<file path="config.mk">
export PLATFORM = sky130hd
export DESIGN_NAME = seq_signed_multiplier_flat
export DESIGN_NICKNAME = d
export VERILOG_FILES = /design/src/rtl/seq_mult_pkg.sv /design/src/rtl/seq_signed_multiplier_if.sv /design/src/rtl/seq_mult_datapath.sv /design/src/rtl/seq_signed_multiplier.sv /design/src/flat_wrapper.sv
export SDC_FILE = /design/constraint.sdc
export NUM_CORES = 1
export LEC_CHECK = 0
export BUFFER_PORTS_ARGS = -buffer_cell sky130_fd_sc_hd__buf_2
export CAP_MARGIN = 20
export CORE_MARGIN = 8
export CORE_UTILIZATION = 50
export CTS_BUF_LIST = sky130_fd_sc_hd__clkbuf_8
export DETAILED_ROUTE_END_ITERATION = 6
export PLACE_DENSITY = 0.65
export SKIP_LAST_GASP = 1
export SYNTH_ARGS = -nofsm -noshare
export SYNTH_HDL_FRONTEND = slang
export SYNTH_SLANG_ARGS = --single-unit
</file>
<file path="constraint.sdc">
create_clock -name clk -period 8.45 [get_ports clk]
set_clock_uncertainty 0.2 [all_clocks]
set_input_delay 0 -clock clk [delete_from_list [all_inputs] [get_ports clk]]
set_output_delay 0 -clock clk [all_outputs]
set_load 0.05 [all_outputs]
</file>
<file path="src/rtl/seq_mult_pkg.sv">
// seq_mult_pkg: shared FSM state type and counter sizing for the sequential multiplier
package seq_mult_pkg;
  typedef enum logic [1:0] {IDLE, CALC, SIGN, DONE} state_t;
  function automatic int cnt_w(int n);
    return n < 2 ? 1 : $clog2(n);
  endfunction
endpackage

</file>
<file path="src/rtl/seq_signed_multiplier_if.sv">
// seq_signed_multiplier_if: operand and product valid/ready handshakes of the multiplier
interface seq_signed_multiplier_if #(parameter int N = 32);
  logic in_valid, in_ready, signed_mode, out_valid, out_ready;
  logic [N-1:0] a, b;
  logic [2*N-1:0] out;
  modport master(output in_valid, a, b, signed_mode, out_ready, input in_ready, out_valid, out);
  modport slave(input in_valid, a, b, signed_mode, out_ready, output in_ready, out_valid, out);
endinterface

</file>
<file path="src/rtl/seq_mult_datapath.sv">
// seq_mult_datapath: magnitude shift-add accumulator with final sign correction
module seq_mult_datapath
  import seq_mult_pkg::*;
#(
  parameter int N = 32
) (
  input  logic           clk,
  input  logic           rst_n,
  input  logic           load,
  input  logic           step,
  input  logic           finish,
  input  logic [N-1:0]   a,
  input  logic [N-1:0]   b,
  input  logic           signed_mode,
  output logic           last,
  output logic [2*N-1:0] product
);
  localparam int CNT_W = cnt_w(N);
  logic [N-1:0] mag_a, mag_b;
  logic [2*N-1:0] acc;
  logic [CNT_W-1:0] cnt;
  logic neg;
  assign last = cnt == CNT_W'(N - 1);
  // negating the most-negative value yields 2^(N-1), which still fits N unsigned bits
  always_ff @(posedge clk or negedge rst_n)
    if (!rst_n) begin
      mag_a <= '0;
      mag_b <= '0;
      acc <= '0;
      cnt <= '0;
      neg <= 1'b0;
      product <= '0;
    end else if (load) begin
      mag_a <= signed_mode && a[N-1] ? -a : a;
      mag_b <= signed_mode && b[N-1] ? -b : b;
      neg <= signed_mode & (a[N-1] ^ b[N-1]);
      acc <= '0;
      cnt <= '0;
    end else if (step) begin
      acc <= mag_b[0] ? acc + ({{N{1'b0}}, mag_a} << cnt) : acc;
      mag_b <= mag_b >> 1;
      cnt <= cnt + 1'b1;
    end else if (finish)
      product <= neg ? ~acc + 1'b1 : acc;
endmodule

</file>
<file path="src/rtl/seq_signed_multiplier.sv">
// seq_signed_multiplier: N+1 cycle signed/unsigned multiplier with valid/ready handshakes
module seq_signed_multiplier
  import seq_mult_pkg::*;
#(
  parameter int N = 32
) (
  input logic                    clk,
  input logic                    rst_n,
  seq_signed_multiplier_if.slave bus
);
  state_t state, state_nxt;
  logic load, step, finish, last;
  always_ff @(posedge clk or negedge rst_n)
    if (!rst_n) state <= IDLE;
    else state <= state_nxt;
  always_comb
    state_nxt = state == IDLE ? (bus.in_valid ? CALC : IDLE)
              : state == CALC ? (last ? SIGN : CALC)
              : state == SIGN ? DONE
              : (bus.out_ready ? IDLE : DONE);
  always_comb begin
    bus.in_ready = state == IDLE;
    bus.out_valid = state == DONE;
    load = state == IDLE && bus.in_valid;
    step = state == CALC;
    finish = state == SIGN;
  end
  seq_mult_datapath #(.N(N)) u_dp (
    .clk(clk),
    .rst_n(rst_n),
    .load(load),
    .step(step),
    .finish(finish),
    .a(bus.a),
    .b(bus.b),
    .signed_mode(bus.signed_mode),
    .last(last),
    .product(bus.out)
  );
endmodule
</file>
<file path="src/flat_wrapper.sv">
// flat-port wrapper written by rule: the top's interface ports become plain ports
module seq_signed_multiplier_flat import seq_mult_pkg::*;
#(
  parameter int N = 32
)
  (clk, rst_n, bus_in_valid, bus_a, bus_b, bus_signed_mode, bus_out_ready, bus_in_ready, bus_out_valid, bus_out);
  seq_signed_multiplier_if #(.N(N)) bus_i ();
  input logic clk;
  input logic rst_n;
  input wire logic [$bits(bus_i.in_valid)-1:0] bus_in_valid;
  input wire logic [$bits(bus_i.a)-1:0] bus_a;
  input wire logic [$bits(bus_i.b)-1:0] bus_b;
  input wire logic [$bits(bus_i.signed_mode)-1:0] bus_signed_mode;
  input wire logic [$bits(bus_i.out_ready)-1:0] bus_out_ready;
  output wire logic [$bits(bus_i.in_ready)-1:0] bus_in_ready;
  output wire logic [$bits(bus_i.out_valid)-1:0] bus_out_valid;
  output wire logic [$bits(bus_i.out)-1:0] bus_out;
  assign bus_i.in_valid = bus_in_valid;
  assign bus_i.a = bus_a;
  assign bus_i.b = bus_b;
  assign bus_i.signed_mode = bus_signed_mode;
  assign bus_i.out_ready = bus_out_ready;
  assign bus_in_ready = bus_i.in_ready;
  assign bus_out_valid = bus_i.out_valid;
  assign bus_out = bus_i.out;
  seq_signed_multiplier #(.N(N)) u_core (.clk(clk), .rst_n(rst_n), .bus(bus_i));
endmodule
</file>
==> impl_metrics.csv <==
group,metric,value,unit
run_status,status,"complete, no violations",
floorplan,start_util,0.508,
floorplan,die-area,36900,um^2
drt,drc,0,
synthesis,synth_seq_area_share,0.322,
drt,first_pass_iters,6,
job,maxCapViolations,0,
layout,stdcell_count,2502,
cts,clk_latency,520,ps
floorplan,io-pin-count,135,
layout,final_net_count,2231,
grt,grt_pass1_wl,74500,um
cts,cts_tree,"built",
setup_path,rr_worst_depth,15,
drt,wl_per_cell,18.3,um
setup_path,crit_required,8660,ps
cts,cts_sinks,200,
cts,cts.path.max_buffers,2,
grt,overflow,0,
setup_path,cp.arrival,6290,ps
synthesis,synth_edf_count,0,
timing,worst_pin_slew,1010,ps
drt,vias,14700,
setup_path,startpoint_type,"flip-flop",
cts,cts-resized-gates,0,
timing,min_period,6080,ps
synthesis,ys_ff_latch,200,
floorplan,die_width,192,um
floorplan,rows,64,
place,gp_congestion,0.927,
power,leakagePower,7.97,nW
synthesis,synth_ff_type,"dfrtp_1",
layout,layout_commonest_cell,"nand2_1",
timing,setup_viol,0,
power,power_density,457,nW/um^2
synthesis,mappedNetlistNets,2060,
cts,cts_buffers,17,
layout,final_cell_mix,"nand2_1, o21ai_0, dfrtp_1, nor2_1, buf_2",
floorplan,die_h,192,um
timing,hold_viol_final,0,
drt,routed_wl,45800,um
synthesis,netlist_area,15500,um^2
synthesis,avgSynthCellArea,8.08,um^2
power,finalPower,0.00825,W
grt,antenna_found_initial,0,
drt,vias_per_cell,5.87,
power,peakVddDrop,0.000173,V
drt,ant_nets,0,
setup_path,critPathKind,"reg -> reg",
setup_path,crit_path_end_kind,"flip-flop",
timing,max_freq,164,MHz
grt,grt_max_degree,126,
layout,final_layout_size_suffix_gt1_frac,0.118,
timing,grt_setup_unrepaired,"false",
grt,grt_pass1_vias,13900,
cts,cts_setup_buffers,0,
synthesis,ys_warn_count,0,
timing,tns,0,ps
layout,diodes,0,
drt,drt_iter0_markers,1091,
place,io_buffers,134,
synthesis,synth.distinct_cells,66,
synthesis,synthArstFlopShare,1.00,
synthesis,syn-instance-count,1922,
place,placed_cells,2348,
layout,fill_cells,2773,
timing,finalCritPeriodShare,0.719,
hold_path,hp-class,"in -> reg",
timing,max_slew_margin,0.325,
layout,area_growth_syn_to_layout,16.2,%
timing,maxSlewViolCount,0,
place,dp_hpwl,34200,um
cts,cts_root_buffer,"clkbuf_8",
layout,final_core_util,0.590,
hold_path,whs_path_depth,3,
grt,track_usage,0.250,
cts,cts_max_level,4,
setup_path,cp_max_fo,43,
cts,clk_pin_slew,110,ps
floorplan,coreArea,30600,um^2
Yosys cell counts (all sizes together) (25+ instances only):
| cell | n | area [um^2] |
|---|---|---|
| a21oi | 117 | 586 |
| mux2i | 42 | 420 |
| nor2 | 138 | 518 |
| xnor2 | 69 | 604 |
| a21o | 37 | 278 |
| o21ai | 252 | 1260 |
| inv | 31 | 116 |
| nand2 | 334 | 1250 |
| a31oi | 41 | 257 |
| or3 | 25 | 166 |
| xor2 | 111 | 972 |
| ha | 68 | 851 |
| dfrtp | 200 | 5000 |
| clkbuf | 102 | 383 |
| nand3 | 31 | 155 |
| o31ai | 36 | 270 |
per-layer routing:
| layer | routed length (um) | track usage | up-vias |
|---|---|---|---|
| met5 | 0 | 0 | - |
| met3 | 3000 | 0.0305 | 56 |
| li1 | - | - | 7210 |
| met2 | 20100 | 0.386 | 531 |
| met4 | 820 | 0.0658 | 0 |
| met1 | 21800 | 0.364 | 6893 |
what timing repair did:
item,in CTS,in global routing
endpoints found under the setup margin,0,0
hold buffers,121,0
hold endpoints to repair,143,0
power breakdown:
group	switching (W)	internal [W]
sequential	0.000549	0.00140
clock	0.000364	0.000291
combinational	0.00361	0.00203
sequential cells by signal, summed over array words and instances (netlist names):
register / count
u_core.state: 2
u_core.u_dp.mag_a: 32
u_core.u_dp.cnt: 5
u_core.u_dp.acc: 64
u_core.u_dp.product: 64
u_core.u_dp.neg: 1
u_core.u_dp.mag_b: 32
cells by family (layout without fill, tap and decap cells):
| logic type | count (synthesis) | in the layout | synth area share |
|---|---|---|---|
| and+or+nand+nor | 663 | 663 | 0.192 |
| adders and majority gates | 69 | 69 | 0.0561 |
| muxes | 86 | 86 | 0.0735 |
| buffers and inverters | 148 | 332 | 0.0358 |
| AOI/OAI and AO/OA | 576 | 576 | 0.219 |
| DFF | 200 | 200 | 0.322 |
| xor gates and xnor gates | 180 | 180 | 0.102 |
worst max-delay path: stages, from the launching register on:
cell and delay (ps):
dfrtp_2 1050, mux4_2 630, mux2_2 290, o21ai_0 420, o22ai_1 180, ha_1 420
nand4_1 200, nor4b_1 450, a211oi_1 140, nand3_1 110, o21ai_0 150, a2111oi_0 660
o21ai_0 270, a211oi_1 420, o21ai_0 120, a32o_1 270
stage by stage:
stage,instance area [um^2],worst slack (ps),hold WS [ps]
floorplan,15500,3470,-496
global placement,16400,2430,-136
detailed placement,16400,2440,-134
CTS,18000,2400,6.40
global route,18000,1970,27.2
finish,18000,2370,33.0
area by class of cell:
class	instances	area (um^2)	share of cell area
timing repair buffer	267	2020	0.112
inverter	33	124	0.00686
tap	396	495	0.0275
clock buffer	20	275	0.0153
clock inverter	12	135	0.00749
multi-input combinational	1574	9990	0.554
sequential	200	5010	0.278
path summary, 6_finish.rpt:
kind                                                     start                             endpoint  slack [ps]
max                             u_core.u_dp.cnt[0]$_DFFE_PN0P_      u_core.u_dp.acc[54]$_DFFE_PN0P_        2370
min                                              bus_out_ready            u_core.state[1]$_DFF_PN0_          30
max reg2reg                     u_core.u_dp.cnt[0]$_DFFE_PN0P_      u_core.u_dp.acc[54]$_DFFE_PN0P_        2370
min reg2reg                u_core.u_dp.product[44]$_DFFE_PN0P_  u_core.u_dp.product[44]$_DFFE_PN0P_         280
max in group asynchronous                                rst_n  u_core.u_dp.product[48]$_DFFE_PN0P_        6100
min in group asynchronous                                rst_n    u_core.u_dp.mag_b[19]$_DFFE_PN0P_         400
Power figures use the tool's default switching activity.
